==> src/rtl/quad_pkg.sv <==
// -----------------------------------------------------------------------------
// quad_pkg
// Shared definitions for the quadrature sampling controller: the controller
// state encoding and the default widths and sample period.
// No ports (package).
// -----------------------------------------------------------------------------
package quad_pkg;

  // Default width of the decoder count and of the pos/vel outputs
  localparam int QUAD_CNT_W          = 32;
  // Default width of the sample period and timer
  localparam int QUAD_PERIOD_W       = 24;
  // Sample period, in clk cycles, in force after reset
  localparam int QUAD_DEFAULT_PERIOD = 1000;

  // Controller states: idle, one-cycle baseline capture, periodic sampling
  typedef enum logic [1:0] {
    ST_IDLE  = 2'd0,
    ST_PRIME = 2'd1,
    ST_RUN   = 2'd2
  } quad_state_t;

endpackage

==> src/rtl/quad_tick_gen.sv <==
// -----------------------------------------------------------------------------
// quad_tick_gen
// Sample timebase. Holds the shadow and active period registers and a
// free-running interval timer, and emits a one-cycle tick on the last cycle
// of each interval. An active period of 0 behaves as 1 (tick every cycle).
//
// Ports:
//   clk, rst_n    clock, asynchronous active-low reset
//   prime         controller is in its baseline-capture cycle
//   run           controller is sampling this cycle
//   period_in     new period value in clk cycles
//   period_load   strobe: latch period_in into the shadow register
//   tick          one-cycle pulse on the last cycle of an interval
// -----------------------------------------------------------------------------
module quad_tick_gen
  import quad_pkg::*;
#(
  parameter int PERIOD_W       = QUAD_PERIOD_W,
  parameter int DEFAULT_PERIOD = QUAD_DEFAULT_PERIOD
) (
  input  logic                clk,
  input  logic                rst_n,
  input  logic                prime,
  input  logic                run,
  input  logic [PERIOD_W-1:0] period_in,
  input  logic                period_load,
  output logic                tick
);

  logic [PERIOD_W-1:0] timer;
  logic [PERIOD_W-1:0] active_period;
  logic [PERIOD_W-1:0] shadow_period;
  logic [PERIOD_W-1:0] last_count;
  logic [PERIOD_W-1:0] next_period;

  // Periods 0 and 1 both end the interval at timer value 0.
  assign last_count = (active_period == '0) ? '0 : active_period - PERIOD_W'(1);
  assign tick       = run && (timer == last_count);

  // A load arriving in the same cycle as a tick or prime is forwarded
  // straight into the active period, so it governs the very next interval.
  assign next_period = period_load ? period_in : shadow_period;

  // Interval timer: counts while sampling, restarts after each tick and is
  // parked at zero whenever the controller is not sampling.
  always_ff @(posedge clk or negedge rst_n) begin
    if (!rst_n) begin
      timer <= '0;
    end else if (run && !tick) begin
      timer <= timer + PERIOD_W'(1);
    end else begin
      timer <= '0;
    end
  end

  // Shadow period accepts a new value at any time.
  always_ff @(posedge clk or negedge rst_n) begin
    if (!rst_n) begin
      shadow_period <= PERIOD_W'(DEFAULT_PERIOD);
    end else if (period_load) begin
      shadow_period <= period_in;
    end
  end

  // Active period only changes on an interval boundary, so an interval in
  // progress is never shortened or stretched.
  always_ff @(posedge clk or negedge rst_n) begin
    if (!rst_n) begin
      active_period <= PERIOD_W'(DEFAULT_PERIOD);
    end else if (prime || tick) begin
      active_period <= next_period;
    end
  end

endmodule

==> src/rtl/quad_sample_ctrl.sv <==
// -----------------------------------------------------------------------------
// quad_sample_ctrl
// Periodic sampling controller for the quadrature decoder's position counter.
// On each timebase tick it snapshots the position, computes the signed
// position change since the previous tick (velocity) and offers the pair to
// the consumer over a valid/ready handshake, flagging overruns.
//
// Build option: define QUAD_VEL_AVG_EN to report the average of the last four
// deltas instead of the raw delta (history cleared at the start of sampling).
//
// Ports:
//   clk, rst_n     clock, asynchronous active-low reset
//   enable         level: 1 = sampling active
//   period_in      new sample period in clk cycles
//   period_load    strobe: latch period_in into the shadow period
//   count_in       position count from the decoder (same clock domain)
//   pos_out        snapshotted position
//   vel_out        signed delta (two's complement) over the last period
//   sample_valid   pos_out/vel_out hold an unconsumed sample
//   sample_ready   consumer accepts the sample when high with sample_valid
//   overrun        sticky: a sample was overwritten before acceptance
//   busy           high while priming or sampling
// -----------------------------------------------------------------------------
module quad_sample_ctrl
  import quad_pkg::*;
#(
  parameter int CNT_W          = QUAD_CNT_W,
  parameter int PERIOD_W       = QUAD_PERIOD_W,
  parameter int DEFAULT_PERIOD = QUAD_DEFAULT_PERIOD
) (
  input  logic                clk,
  input  logic                rst_n,
  input  logic                enable,
  input  logic [PERIOD_W-1:0] period_in,
  input  logic                period_load,
  input  logic [CNT_W-1:0]    count_in,
  output logic [CNT_W-1:0]    pos_out,
  output logic [CNT_W-1:0]    vel_out,
  output logic                sample_valid,
  input  logic                sample_ready,
  output logic                overrun,
  output logic                busy
);

  quad_state_t      state;
  quad_state_t      state_next;
  logic             prime;
  logic             run;
  logic             tick;
  logic [CNT_W-1:0] prev_count;
  logic [CNT_W-1:0] delta;
  logic [CNT_W-1:0] vel_next;

  quad_tick_gen #(
    .PERIOD_W       (PERIOD_W),
    .DEFAULT_PERIOD (DEFAULT_PERIOD)
  ) u_tick_gen (
    .clk         (clk),
    .rst_n       (rst_n),
    .prime       (prime),
    .run         (run),
    .period_in   (period_in),
    .period_load (period_load),
    .tick        (tick)
  );

  // State register.
  always_ff @(posedge clk or negedge rst_n) begin
    if (!rst_n) begin
      state <= ST_IDLE;
    end else begin
      state <= state_next;
    end
  end

  // Next state and per-state qualifiers. Dropping enable overrides every
  // state, so prime/run are never asserted in a cycle with enable low.
  always_comb begin
    state_next = state;
    prime      = 1'b0;
    run        = 1'b0;
    if (!enable) begin
      state_next = ST_IDLE;
    end else begin
      case (state)
        ST_IDLE:  state_next = ST_PRIME;
        ST_PRIME: begin
          prime      = 1'b1;
          state_next = ST_RUN;
        end
        ST_RUN:   run = 1'b1;
        default:  state_next = ST_IDLE;
      endcase
    end
  end

  assign busy = (state != ST_IDLE);

  // Modulo-2^CNT_W subtraction gives the correct signed delta across
  // decoder wrap-around in either direction.
  assign delta = count_in - prev_count;

`ifdef QUAD_VEL_AVG_EN
  logic [CNT_W-1:0]        hist1;
  logic [CNT_W-1:0]        hist2;
  logic [CNT_W-1:0]        hist3;
  logic signed [CNT_W+1:0] avg_sum;

  // Two guard bits hold the sum of four signed deltas exactly.
  assign avg_sum = $signed({{2{delta[CNT_W-1]}}, delta})
                 + $signed({{2{hist1[CNT_W-1]}}, hist1})
                 + $signed({{2{hist2[CNT_W-1]}}, hist2})
                 + $signed({{2{hist3[CNT_W-1]}}, hist3});
  assign vel_next = CNT_W'(avg_sum >>> 2);

  // Delta history for the averaging filter, restarted from zero at prime.
  always_ff @(posedge clk or negedge rst_n) begin
    if (!rst_n) begin
      hist1 <= '0;
      hist2 <= '0;
      hist3 <= '0;
    end else if (prime) begin
      hist1 <= '0;
      hist2 <= '0;
      hist3 <= '0;
    end else if (tick) begin
      hist1 <= delta;
      hist2 <= hist1;
      hist3 <= hist2;
    end
  end
`else
  assign vel_next = delta;
`endif

  // Baseline for the next delta: captured at prime and on every tick.
  always_ff @(posedge clk or negedge rst_n) begin
    if (!rst_n) begin
      prev_count <= '0;
    end else if (prime || tick) begin
      prev_count <= count_in;
    end
  end

  // Sample registers, handshake and overrun. Heading to IDLE discards any
  // pending sample and the overrun flag but keeps the last pos/vel values.
  // A tick always loads fresh data; it counts as an overrun only if the old
  // sample was still unconsumed in that cycle.
  always_ff @(posedge clk or negedge rst_n) begin
    if (!rst_n) begin
      pos_out      <= '0;
      vel_out      <= '0;
      sample_valid <= 1'b0;
      overrun      <= 1'b0;
    end else if (state_next == ST_IDLE) begin
      sample_valid <= 1'b0;
      overrun      <= 1'b0;
    end else if (tick) begin
      pos_out      <= count_in;
      vel_out      <= vel_next;
      sample_valid <= 1'b1;
      if (sample_valid && !sample_ready) begin
        overrun <= 1'b1;
      end
    end else if (sample_valid && sample_ready) begin
      sample_valid <= 1'b0;
    end
  end

endmodule

==> config.mk <==
export PLATFORM = sky130hd
export DESIGN_NAME = quad_sample_ctrl
export DESIGN_NICKNAME = d
export VERILOG_FILES = /design/src/rtl/quad_pkg.sv /design/src/rtl/quad_tick_gen.sv /design/src/rtl/quad_sample_ctrl.sv
export SDC_FILE = /design/constraint.sdc
export NUM_CORES = 1
export LEC_CHECK = 0
export BUFFER_PORTS_ARGS = -buffer_cell sky130_fd_sc_hd__buf_2
export CORE_MARGIN = 3
export CORE_UTILIZATION = 59
export CTS_CLUSTER_SIZE = 10
export DETAILED_ROUTE_END_ITERATION = 10
export PLACE_DENSITY_LB_ADDON = 0.08
export SYNTH_ARGS = -nofsm -noshare
export SYNTH_HDL_FRONTEND = slang
export SYNTH_SLANG_ARGS = --single-unit
==> constraint.sdc <==
create_clock -name clk -period 4.8 [get_ports clk]
set_input_delay 0.24 -clock clk [delete_from_list [all_inputs] [get_ports clk]]
set_output_delay 0.24 -clock clk [all_outputs]
set_load 0.03 [all_outputs]
### Word-level counts from Yosys, hierarchy flattened

Cells that the tools add are included.

* memory bits (read-only): 0
* memory bits (writable): 0
* register bits: 172
* memories kept: 0
* bits in latches: 0
* bits of input ports: 61

* divide/modulo/power cells: 0
* $add $sub $neg: 3
* multiply operators: 0
* multiplexer cells: 15
* equality and inequality tests: 3
* $lt $le $gt $ge: 0
* bitwise logic cells: 1
* reductions and logical operators: 16
* shifts and indexed selects: 0

Operator list (count)
* 24-bit 2-to-1 mux: 3
* 32-bit subtractor: 1
* 24-bit by 1-bit adder with 24-bit output, second input constant: 1
* 24-bit equality test: 1
* 24-bit zero test: 1
* 24-bit by 1-bit subtractor with 24-bit output, second input constant: 1
* 1-bit 2-to-1 mux: 10
* 2-bit one-hot mux with 3 select lines: 1
* 2-bit nonzero test: 3
* 1-bit logical AND: 4
* 2-bit zero test: 2
* 2-bit AND reduction: 2
* 3-bit nonzero test: 1
* 2-bit by 1-bit equality test with 1-bit output, second input constant: 1
* 2-bit equality test, second input constant: 1
* 1-bit zero test: 2
* 2-bit 2-to-1 mux: 1
* 1-bit logical OR: 1
* 1-bit inverter: 1

### Logic depth before layout (Yosys ltp)

Gate-level depths: netlist (run 1).

* word-level depth: 7
* depth in mapped cells: 14
* mapped depth without buffers: 12

### Cells and area by module

Synthesis (run 1) repeated with hierarchy kept, for this count alone.

* cell total of the unflattened synthesis: 998
* area, all modules: 9700.6 um^2

By module, submodules not included
* quad_sample_ctrl: area each 5400.2 um^2, times used 1, cells each 582, sequential area each 2502.4 um^2
* quad_tick_gen: area each 4300.4 um^2, times used 1, cells each 416, sequential area each 1816.7 um^2

### Worst setup path before layout (run 1)

OpenSTA, ideal clock, no wires.

* path kind: register to register
* start point: register u_tick_gen.active_period[16]
* end point: register pos_out[0]
* stages on the path, launching flop included: 13
* setup slack: 1172 ps
* period minus slack after synthesis: 3628 ps
* path buffers: 3
* data arrival time: 3503 ps
* cell sequence: dfrtp_1 -> buf_2 -> or4_4 -> nand2b_4 -> or2_1 -> clkbuf_1 -> or4_4 -> a222oi_1 -> nand4bb_1 -> nor4b_4 -> nand3_4 -> buf_6 -> mux2_4

* cells in the longest elaborated chain, start to end: 5
* elaborated cells on any way between the ends: 6

Ends and longest elaborated chain
* from (decl): line quad_tick_gen.sv:31 `logic [PERIOD_W-1:0] active_period;`
* from (signal assigned): line quad_tick_gen.sv:69 `active_period <= PERIOD_W'(DEFAULT_PERIOD);`
* from (signal assigned): line quad_tick_gen.sv:71 `active_period <= next_period;`
* 24-bit by 1-bit subtractor with 24-bit output or 24-bit zero test (tied branches): line quad_tick_gen.sv:37 `assign last_count = (active_period == '0) ? '0 : active_period - PERIOD_W'(1);`
* 24-bit 2-to-1 mux (*): line quad_tick_gen.sv:37
* 24-bit equality test (*): line quad_tick_gen.sv:38 `assign tick = run && (timer == last_count);`
* 1-bit logical AND (*): line quad_tick_gen.sv:38
* 2-bit AND reduction (no line) (*)
* to (signal assigned): line quad_sample_ctrl.sv:159 `pos_out <= count_in;`
* to (decl): line quad_sample_ctrl.sv:37 `output logic [CNT_W-1:0] pos_out,`

Every way passes the cells marked *; elsewhere a longest branch is shown, timed or not.
A chain may end at the register's enable or synchronous reset.

### Worst setup path after layout (run 1)

* start point: register u_tick_gen.active_period[0]
* end point: register u_tick_gen.active_period[2]

* cells in the longest elaborated chain, start to end: 5
* elaborated cells on any way between the ends: 6

Ends and longest elaborated chain
* 24-bit by 1-bit subtractor with 24-bit output or 24-bit zero test (tied branches): line quad_tick_gen.sv:37
* 24-bit 2-to-1 mux (*): line quad_tick_gen.sv:37
* 24-bit equality test (*): line quad_tick_gen.sv:38
* 1-bit logical AND (*): line quad_tick_gen.sv:38
* 1-bit logical OR (*): line quad_tick_gen.sv:70 `end else if (prime || tick) begin`

Marked as above.

==> flow_results.org, run 1 <==
** Run status
- Run status :: finished, final reports clean

** Place
- The number of placed instances, taps included, is 1199.
- After legalization and detailed placement, the total HPWL measured 15300 microns.
- During placement, the flow inserted port buffers numbering 127.
- Last weighted congestion value of the routability-driven placer :: 0.916
- DP Area :: 0.0106 sq mm
- OpenSTA, run right after detailed placement, puts the worst setup slack at 552 ps.

** Timing
- Total Neg Setup Slack :: 0 ps
- Timing would allow up to 229 MHz.
- In the finished design, the share of the clock period the worst path needs comes to 0.909.
- The max-slew violation total from the final report is 0.
- Between clock sinks in the finished design, the worst skew comes to 16.5 ps.
- Final hold violation count :: 0
- In this run the tightest slew margin relative to its limit is 0.372.
- Setup repair after global routing left no endpoint under its margin.
- Setup violations remaining at the end of the flow were counted as 0.
- Transition time at the pin with the least slew margin :: 942 ps
- Worst Slack Setup Final :: 439 ps
- Final critical path time including I/O delays and setup :: 4360 ps

** Routing
- For this block, the initial DRC count from the detailed router was 348.
- Remaining routing DRC violations :: 0
- Routed wire length :: 21300 microns
- After detailed routing, the average wire length per cell comes to 17.3 microns.
- Detail-routed via count per cell :: 5.73
- The pre-antenna-repair detailed-routing pass consisted of 7 iterations.
- The detail route stage leaves a number of antenna-violating nets equal to 0.
- Summing over every cut layer, the via total after detailed routing is 7049.

** Synthesis
- Cell area after synthesis :: 0.00979 sq mm
- Number of storage elements in the synthesis netlist :: 172
- The share of synthesized area in the top cell type comes to 0.409.
- Async set or reset register ratio after synthesis :: 1.00
- The largest total area in the synthesized netlist belongs to sky130_fd_sc_hd__dfrtp_1.
- Mean Syn Cell Area :: 11.1 sq um
- Most frequently used flop master after synthesis :: sky130_fd_sc_hd__dfrtp_1
- When the netlist entered floorplanning its net count stood at 980.
- Seq/Total Area, Yosys :: 0.441
- In this run, synthesis inferred 0 flip-flops with an integrated enable.
- Distinct cell type count of the synthesized netlist :: 71
- The Yosys step of the flow raised 0 warnings.
- Mapped Cells :: 882
- By area the synthesized netlist is led by sky130_fd_sc_hd__dfrtp_1 41%, sky130_fd_sc_hd__mux2_2 9.7%, sky130_fd_sc_hd__mux2_4 8.6%.
- By count the netlist is led by 160 x sky130_fd_sc_hd__dfrtp_1, 84 x sky130_fd_sc_hd__mux2_2, 68 x sky130_fd_sc_hd__nor2_1.
- Among all cell types in the netlist, the one instantiated most often is sky130_fd_sc_hd__dfrtp_1.

** Clock tree
- Maximum level of the CTS H-tree :: 4
- The clock net in this run drives a total of 172 sinks.
- TritonCTS built the clock tree.
- The clock reaches the later pin of the worst-skew pair after 440 ps.
- Post-CTS Setup Inserts :: 0
- Number of buffers created by CTS :: 17
- Clock-pin slew was measured on the worst setup and hold paths at 60 ps.
- CTS placed an instance of sky130_fd_sc_hd__clkbuf_16 at the clock tree root.
- Number of buffers on the longest clock path :: 2

** GRT
- The first global-routing pass estimated 35500 microns of wire.
- For met2 alone, demand over resource in global routing was 0.403.
- Busiest grt layer :: met2
- GR met1 Demand/Resource :: 0.330
- Number of antenna violations at the first check in global routing :: 0
- For this run, global-route usage on met3 was measured as 0.0425.
- For this run the aggregate overflow at the end of global routing stands at 0.
- Entering global routing, the biggest net connects 102 pins.
- GRT Total Usage :: 0.244
- Via count of the first global-routing pass :: 7074

** Finish
- Fraction of layout instances using a drive strength above 1 :: 0.325
- Number of inserted filler cells in the final layout :: 1234
- Post-route cell area :: 0.0112 sq mm
- Leaving out filler cells and counting taps, the final layout contains 1231.
- Antenna diode instance count :: 0
- Area growth from synthesis to layout :: 14.3%
- After the last flow step, the layout net total stands at 1101.

** Setup path
- By startpoint and endpoint, the worst setup path is classified as reg -> reg.
- Data on the critical path arrives at its endpoint at 4670 ps.
- Kind of end point of the critical path :: flip-flop
- Walking the worst path, the cells encountered are inv_1 > ha_1 > nor4b_1 > nand4_1 > or2_1 > or4_4 > a21boi_0 > nand4b_1 > nor4_1 > a41oi_4 > buf_12 > mux2_2.
- Slowest cell on the critical path :: sky130_fd_sc_hd__or2_1
- STA puts the critical path data required time at 5110 ps.
- Largest incremental delay on the critical path :: 500 ps
- The worst setup path is launched from a flip-flop.
- In this run the worst path has a maximum fanout of 48.

** Die
- The floorplan step defined a die boundary enclosing 0.0182 sq mm.
- The floorplan step set the die width to 135 microns.
- Measured along the y axis, the die boundary spans 135 microns.
- During I/O placement, the number of pins put on the boundary was 128.
- Starting density of the core :: 0.610
- Core area :: 0.0161 sq mm
- Row count :: 46

** Power and ir drop
- Peak ir drop on the vdd network :: 0.376 mV
- In this run the static leakage power is 5.44 nW.
- For this design the ratio of total power to cell area is 488 mW/mm^2.
- After layout, the design draws a total of 0.00546 W.

** Run
- MaxCap Viol Count :: 0

** Worst hold path
- Type of the worst min-delay path :: in -> reg
[worst max-delay path: cells and delay by family (launching register included)]
kind            cells  cell delay [ps]
buf+inv             2              390
simple gates        6             2310
compound gates      2              500
mux                 1              320
flops               1              440
fa+ha+maj           1              230
[stage by stage]
stage	util	hold slack, ps
2_1_floorplan	-	-55.6
3_3_place_gp	0.662	412
3_5_place_dp	0.662	421
4_1_cts	0.697	47.1
5_1_grt	0.697	57.2
6_report	0.697	58.4
[cell usage in the layout, fill, tap and decap left out, drive strengths merged, types with 6 or more instances in the layout]
cell,instances
o21a,10
nand4,11
mux2i,8
ha,36
nand2b,9
clkbuf,18
nand2,37
nor4,11
inv,62
nor2,68
nand3,18
or4,7
clkinv,8
or3,6
xor2,25
dfrtp,160
nor3,20
a21oi,35
xnor2,44
mux2,140
o21ai,21
a21o,11
dfstp,12
and2,7
buf,136
[per-layer routing]
| layer | wire length (microns) | vias up |
|---|---|---|
| li1 | - | 3389 |
| met1 | 9580 | 3477 |
| met2 | 10500 | 152 |
| met3 | 827 | 31 |
| met4 | 417 | 0 |
| met5 | 0 | - |
[state kept, by name, summed over array words and instances (netlist names)]
register and flops:
pos_out 32, u_tick_gen.active_period 24, overrun 1, vel_out 32, u_tick_gen.timer 24, prev_count 32
state 2, u_tick_gen.shadow_period 24, sample_valid 1
[worst paths after layout]
path	startpoint	endpoint	depth (start not counted)	slack [ps]
min in group asynchronous	rst_n	u_tick_gen.shadow_period[4]$_DFF_PN0_	2	440
worst min-delay path	period_in[21]	u_tick_gen.shadow_period[21]$_DFF_PN0_	2	60
worst min register to register	u_tick_gen.shadow_period[21]$_DFF_PN0_	u_tick_gen.shadow_period[21]$_DFF_PN0_	1	490
worst max register to register	u_tick_gen.active_period[0]$_DFFE_PN0P_	u_tick_gen.active_period[2]$_DFFE_PN0P_	12	440
max in group asynchronous	rst_n	vel_out[22]$_DFFE_PN0P_	3	3240
worst max-delay path	u_tick_gen.active_period[0]$_DFFE_PN0P_	u_tick_gen.active_period[2]$_DFFE_PN0P_	12	440
[power by group]
part	internal [W]	total (W)	leakage, nW	switching [W]
Sequential	0.00173	0.00199	2.19	0.000264
Combinational	0.00100	0.00217	2.98	0.00117
Clock	0.000714	0.00130	0.268	0.000586
Total	0.00345	0.00546	5.44	0.00202
[kinds of logic after synthesis]
family | Yosys count | share of synthesized area
XOR/XNOR | 69 | 0.0617
flip-flops | 172 | 0.441
AO/OA/AOI/OAI | 138 | 0.0950
multiplexers | 148 | 0.191
AND/OR/NAND/NOR | 223 | 0.122
adder cells (fa/ha/maj) | 37 | 0.0481
buffers and inverters | 95 | 0.0419
[timing repair]
action,4_1_cts,5_1_grt
hold buffers,1,0
resized for setup,0,0
endpoints found under the hold margin,90,0
setup endpoints to repair,0,0
[layout make-up]
type,count,area [sq um],area share
timing repair buffer,137,744,0.0665
clock buffer,18,429,0.0384
tap,216,270,0.0242
inverter,60,225,0.0201
sequential,172,4320,0.386
multi-input combinational,615,5080,0.454
clock inverter,13,120,0.0107
Power figures use the tool's default switching activity.
==> run 2: changes to the inputs <==
--- a/config.mk
+++ b/config.mk
@@ -8,2 +8,3 @@
 export BUFFER_PORTS_ARGS = -buffer_cell sky130_fd_sc_hd__buf_2
+export CORE_ASPECT_RATIO = 1.1
 export CORE_MARGIN = 3
==> constraint.sdc (replaced) <==
create_clock -name clk -period 4.8 [get_ports clk]
set_input_delay 0 -clock clk [delete_from_list [all_inputs] [get_ports clk]]
set_output_delay 0 -clock clk [all_outputs]
set_load 0.03 [all_outputs]
==> run 2 against run 1 <==
Global-route usage increased by 0.65 points; total power up 1.3%; routed wire length grew 2.2%; final cell count increased by 3.4%; hold slack gained 140 ps; combinational power decreased by 2%; sequential cell count unchanged; clock-buffer cell count up 3; critical endpoint is now prev_count[25]$_DFFE_PN0P_; largest cell class unchanged; highest routed layer unchanged.
==> flow_results.org, run 2 (synthesis results as in run 1) <==
** Setup path
- Critical Path AT :: 4500 ps
- Critical register-to-register path endpoint :: prev_count[25]$_DFFE_PN0P_
- Kind of end point of the critical path :: flip-flop
- The startpoint identified for the worst register-to-register timing path is u_tick_gen.active_period[0]$_DFFE_PN0P_.
- For the worst setup path, the data required time is 5100 ps.
- The number of cells on the worst reg-to-reg path is 13.
- In this run the worst setup path begins at u_tick_gen.active_period[0]$_DFFE_PN0P_.
- The worst setup path is of the reg -> reg kind.
- Crit-path max FO :: 56
- R2R Setup Slk :: 600 ps
- Critical Path Start Type :: flip-flop
- The most critical setup path has its endpoint at prev_count[25]$_DFFE_PN0P_.

** Timing
- Transition time at the pin with the least slew margin :: 848 ps
- Final worst-path cycle share :: 0.875
- Setup violations remaining at the end of the flow were counted as 0.
- Post-route clock skew :: 18.6 ps
- For the finished layout, the period the worst path requires is 4200 ps.
- Static timing analysis puts the maximum clock frequency at 238 MHz.
- The final number of hold-violating endpoints was 0.
- Remaining max-slew budget at the tightest pin :: 0.435
- The max-slew violation total from the final report came to 0.
- Setup slack closes at 601 ps.
- Adding up every negative setup slack in the final design gives 0 ps.
- Setup repair after global routing left no endpoint under its margin.

** GRT
- Grt ovf :: 0
- GRT Total Usage :: 0.250
- The first global-routing pass estimated 36700 microns of wire.
- Via count of the first global-routing pass :: 7521
- Entering global routing, the biggest net connects 85 pins.
- Number of antenna violations at the first check in global routing :: 0

** Place
- HPWL after DPL :: 14700 microns
- Routability-driven placement finished with a final weighted congestion of 0.897.
- Port Buffers :: 127
- Instance count after placement with tap cells included :: 1181
- Pre-CTS setup slack :: 693 ps

** Die
- Die W :: 129 microns
- Pin placement for this block handled 128 I/O pins.
- From bottom edge to top edge, the die measures 141 microns.
- The floorplan has 48 rows.
- The floorplan step defined a die boundary enclosing 0.0182 sq mm.
- In this run the standard cell core region covers 0.0160 sq mm.
- Starting density of the core :: 0.613

** Routing
- For this run, design rule violations remaining after detail routing come to 0.
- Violation count after the first detailed-routing iteration :: 412
- Via count of the routed design :: 7224
- Routed wire length :: 21800 microns
- Final antenna-violating net count :: 0
- Detail-routed via count per cell :: 5.67
- DRT Pass-1 Iters :: 5
- In the final routed layout, each cell accounts on average for 17.1 microns.

** Clock tree
- At the later pin of the worst-skew pair, clock insertion delay measures 430 ps.
- CTS Sinks :: 172
- Maximum level of the CTS H-tree :: 4
- Total of cells resized after clock tree synthesis :: 0
- In this run, CTS created clock tree buffers numbering 17.
- Number of buffers on the longest clock path :: 2
- TritonCTS built the clock tree.
- The root buffer cell chosen for the clock tree is sky130_fd_sc_hd__clkbuf_16.
- Clock slew seen by the registers of the worst setup and hold paths :: 70 ps

** Run
- MaxCap Viol Count :: 0

** Finish
- Leading cell types in the layout, fill and taps excluded :: 160 x sky130_fd_sc_hd__dfrtp_1, 126 x sky130_fd_sc_hd__buf_2, 84 x sky130_fd_sc_hd__mux2_2
- Largest registers ranked by flip-flop count :: pos_out (32), prev_count (32), vel_out (32)
- Most common cell after layout, fill and taps aside :: sky130_fd_sc_hd__dfrtp_1
- Area growth from synthesis to layout :: 20.3%
- For this run, the post-layout net count is 1157.
- Final instance count without filler cells :: 1273
- Of the cells placed in the final design, the portion with a size suffix greater than 1 is 0.307.
- Core Util, Final :: 0.737

** Run status
- Run status :: finished, final reports clean

** Power and ir drop
- Across the VDD grid, the largest voltage drop is 0.259 mV.
- Power spread over the standard cell area amounts to 470 mW/mm^2.
- The analysis attributes to cell leakage a power of 5.68 nW.
- Post-layout total power :: 0.00553 W

** Worst hold path
- In this run the worst hold path is classified as in -> async.
==> run 2: cell count changes in the layout (fill, tap and decap cells not counted) <==
cell and delta:
sky130_fd_sc_hd__buf_12 -1, sky130_fd_sc_hd__buf_4 -1, sky130_fd_sc_hd__bufinv_16 +1, sky130_fd_sc_hd__clkbuf_8 +3
sky130_fd_sc_hd__clkinv_2 -3, sky130_fd_sc_hd__clkinv_4 -1, sky130_fd_sc_hd__clkinvlp_4 +1, sky130_fd_sc_hd__diode_2 +1
sky130_fd_sc_hd__dlygate4sd3_1 +58
==> run 2: how the worst min path moves through the flow <==
stage,to,slack [ps],start
floorplan,overrun$_DFFE_PN0P_,-300,rst_n
global placement,u_tick_gen.active_period[2]$_DFFE_PN0P_,110,rst_n
detailed placement,u_tick_gen.shadow_period[4]$_DFF_PN0_,120,rst_n
CTS,u_tick_gen.shadow_period[6]$_DFF_PN1_,220,period_load
global route,u_tick_gen.shadow_period[6]$_DFF_PN1_,230,period_load
finish,u_tick_gen.active_period[2]$_DFFE_PN0P_,200,rst_n
==> run 2: report_power, final <==
part / total, W / internal [W] / switching [W]
sequential: 0.00201 / 0.00173 / 0.000282
combinational: 0.00213 / 0.00101 / 0.00112
clock: 0.00139 / 0.000815 / 0.000574
total: 0.00553 / 0.00355 / 0.00198
==> run 2: per-stage QoR <==
stage	instance area, sq um	hold WS (ps)
6_report	11800	198
3_3_place_gp	10600	113
3_5_place_dp	10600	116
2_1_floorplan	9790	-296
4_1_cts	11800	216
5_1_grt	11800	227
==> run 2: critical path, stage by stage (launching register included) <==
cell	delay, ps
sky130_fd_sc_hd__dfrtp_1	440
sky130_fd_sc_hd__inv_1	110
sky130_fd_sc_hd__ha_1	230
sky130_fd_sc_hd__nor4b_1	340
sky130_fd_sc_hd__nand4_1	140
sky130_fd_sc_hd__buf_4	220
sky130_fd_sc_hd__or2_1	330
sky130_fd_sc_hd__or4_4	460
sky130_fd_sc_hd__a21boi_0	170
sky130_fd_sc_hd__nand4b_1	130
sky130_fd_sc_hd__nor4_1	510
sky130_fd_sc_hd__a41oi_4	150
sky130_fd_sc_hd__buf_4	350
sky130_fd_sc_hd__mux2_2	390
==> run 2: routing by layer <==
layer	part of all wire	routed length [microns]	track usage
met1	0.43	9310	0.316
met2	0.51	11100	0.425
met3	0.038	834	0.0515
met4	0.022	470	0.0896
met5	0	0	0
==> run 2: final cells by class <==
type | count | area, sq um
repair buffers | 193 | 1300
clock buffers | 21 | 470
inverters | 60 | 225
diodes | 1 | 2.50
well taps | 200 | 250
fillers | 1155 | 4200
flip-flops and latches | 172 | 4320
multi-input cells | 615 | 5080
clock inverters | 11 | 134
==> run 2: what timing repair did <==
item	4_1_cts	5_1_grt
endpoints found under the hold margin	186	0
setup buffers	0	0
hold buffers	59	0
endpoints found under the setup margin	0	0
==> run 3: changes to the inputs <==
Settings changed: REMOVE_ABC_BUFFERS set to 1.
==> run 3 against run 2 <==
Sequential share of layout area hardly changed; clock skew is 9.6 ps lower; clock power hardly changed; total power hardly changed; global-route usage is 0.61 points lower; largest power group unchanged; highest routed layer unchanged.
==> flow_results.org, run 3 (synthesis results as in run 1) <==
** Finish
- The library cells used most frequently in the layout, excluding fill and tap cells, are 160 x sky130_fd_sc_hd__dfrtp_1, 126 x sky130_fd_sc_hd__buf_2, 84 x sky130_fd_sc_hd__mux2_2.
- In the final layout, the registers with the most flip-flops are pos_out (32), prev_count (32), vel_out (32).
- Number of inserted filler cells in the final layout :: 1177
- Sequential Area :: 0.00432 sq mm
- Area growth from synthesis to layout :: 20.4%
- Multi-input logic area :: 0.00508 sq mm
- Once layout is complete, the utilization of the core stands at 0.738.
- NumNets Final :: 1158
- The library cell used most frequently in the layout, excluding fill and tap cells, is sky130_fd_sc_hd__dfrtp_1.
- In the final layout, the share of cells above drive strength 1 is 0.308.

** Setup path
- Critical Path AT :: 4650 ps
- STA classifies the critical path startpoint as a flip-flop.
- The critical path is of the reg -> reg type.
- Kind of end point of the critical path :: flip-flop
- Largest incremental delay on the critical path :: 470 ps
- Cell chain of the critical path :: inv_1 > ha_1 > nor4b_1 > nand4_1 > or2_1 > or4_4 > a222oi_1 > nand4bb_1 > nor4b_4 > nand3_4 > buf_12 > mux2_4
- Critical register-to-register path startpoint :: u_tick_gen.active_period[0]$_DFFE_PN0P_
- Crit-path max FO :: 64
- The most critical setup path has its startpoint at u_tick_gen.active_period[0]$_DFFE_PN0P_.
- At the worst endpoint, the required time is 5110 ps.
- Slowest cell on the critical path :: sky130_fd_sc_hd__or2_1

** GRT
- Maximum number of pins on one net before global-route repair :: 92
- Via count of the first global-routing pass :: 7430
- The initial antenna violation count is 0.
- First-pass GRT wire length :: 35900 microns
- Global routing finished with a remaining overflow of 0.
- In the global route stage, overall resource usage came out at 0.244.

** Clock tree
- Source-to-sink clock delay at the later pin of the worst-skew pair :: 430 ps
- CTS built an H-tree with a depth of 4.
- Number of buffers created by CTS :: 17
- Clock tree from TritonCTS :: done
- The number of hold buffers added after CTS was 59.
- In this run the clock root is driven by a sky130_fd_sc_hd__clkbuf_16.
- Post-CTS Setup Inserts :: 0
- Clock slew seen by the registers of the worst setup and hold paths :: 70 ps
- Total of cells resized after clock tree synthesis :: 0
- Number of buffers on the longest clock path :: 2
- CTS Sinks :: 172

** Timing
- For the pin with the worst max-slew slack, the measured transition is 806 ps.
- Hold timing on the final database bottoms out at a slack of 164 ps.
- Setup repair after global routing missed its margin :: false
- Final critical path time including I/O delays and setup :: 4340 ps
- Highest achievable clock rate :: 230 MHz
- The final number of hold-violating endpoints came to 0.
- Setup total negative slack on the finished layout was measured at 0 ps.
- Post-route clock skew :: 8.97 ps
- Final worst-path cycle share :: 0.905
- Endpoints failing setup :: 0
- The max-slew violation total from the final report was 0.
- Remaining max-slew budget at the tightest pin :: 0.462

** Routing
- In the final routed layout, each cell accounts on average for 16.8 microns.
- In the routed design, unresolved DRC markers number 0.
- The detail route stage leaves a number of antenna-violating nets equal to 0.
- Before antenna repair, the detailed router went through 4 iterations.
- After detailed routing, the number of vias per cell comes to 5.60.
- Violation count after the first detailed-routing iteration :: 371
- Summed over all layers, the routed wires come to 21300 microns.
- Summing over every cut layer, the via total after detailed routing is 7134.

** Power and ir drop
- Overall power consumption after layout is estimated at 0.00554 W.
- Power Density :: 470 mW/mm^2
- VDD sags by at most 0.305 mV.
- Leakage power :: 5.70 nW

** Die
- Starting density of the core :: 0.613
- 128 I/O pins were placed.
- Row count :: 48
- Area enclosed by the die boundary :: 0.0182 sq mm
- The die is 141 microns tall.
- Core area :: 0.0160 sq mm
- The floorplan step set the die width to 129 microns.

** Run
- MaxCap Viol Count :: 0

** Place
- Port buffering added 127 buffers.
- HPWL after DPL :: 14400 microns
- Last weighted congestion value of the routability-driven placer :: 0.900

** Worst hold path
- The min-delay analysis places its worst path in the category in -> async.

** Run status
- Run status :: finished, final reports clean
run 3: cell count changes in the layout (fill, tap and decap cells not counted):
cell	before	now
sky130_fd_sc_hd__clkbuf_8	3	2
sky130_fd_sc_hd__inv_8	1	0
sky130_fd_sc_hd__clkinvlp_4	3	2
sky130_fd_sc_hd__buf_12	1	2
sky130_fd_sc_hd__inv_6	1	3
sky130_fd_sc_hd__clkinv_2	1	2
run 3: per-layer routing:
metal  up-vias  track usage  wire length, microns
met3        23       0.0436                   871
met1      3488        0.319                  9410
met5         -            0                     0
li1       3502            -                     -
met2       121        0.413                 10700
met4         0       0.0779                   352
run 3: final cells by class:
class | instances | share of cell area
multi-input combinational | 615 | 0.431
sequential | 172 | 0.366
timing repair buffer | 194 | 0.112
clock buffer | 20 | 0.0387
tap | 200 | 0.0212
inverter | 60 | 0.0191
clock inverter | 12 | 0.0117
antenna | 1 | 0.000212
run 3: critical path, delay by kind of cell (launching register included):
| family | cells | cell delay (ps) |
|---|---|---|
| adder cells (fa/ha/maj) | 1 | 240 |
| AND/OR/NAND/NOR | 7 | 2410 |
| flip-flops | 1 | 440 |
| buffers and inverters | 2 | 360 |
| multiplexers | 1 | 370 |
| AO/OA/AOI/OAI | 1 | 330 |
run 3: path summary, 6_finish.rpt:
kind	cells past startpoint	slack [ps]	endpoint
min in group clk	2	230	u_tick_gen.shadow_period[2]$_DFF_PN0_
min	2	160	u_tick_gen.shadow_period[4]$_DFF_PN0_
max	12	460	pos_out[19]$_DFFE_PN0P_
min reg2reg	1	500	u_tick_gen.shadow_period[2]$_DFF_PN0_
max reg2reg	12	460	pos_out[19]$_DFFE_PN0P_
max in group asynchronous	3	3700	u_tick_gen.active_period[13]$_DFFE_PN0P_
run 3: report_power, final:
part	switching [W]	leakage, nW	internal (W)
combinational	0.00111	3.22	0.00103
clock	0.000583	0.287	0.000800
sequential	0.000281	2.19	0.00173
total	0.00198	5.70	0.00356
run 3: stage by stage:
stage | std cells | setup WS [ps] | cell area (sq um)
6_report | 1274 | 456 | 11800
5_1_grt | 1273 | 96.2 | 11800
4_1_cts | 1273 | 507 | 11800
3_5_place_dp | 1182 | 499 | 10600
3_3_place_gp | 1182 | 568 | 10600
2_1_floorplan | 847 | -991 | 9610
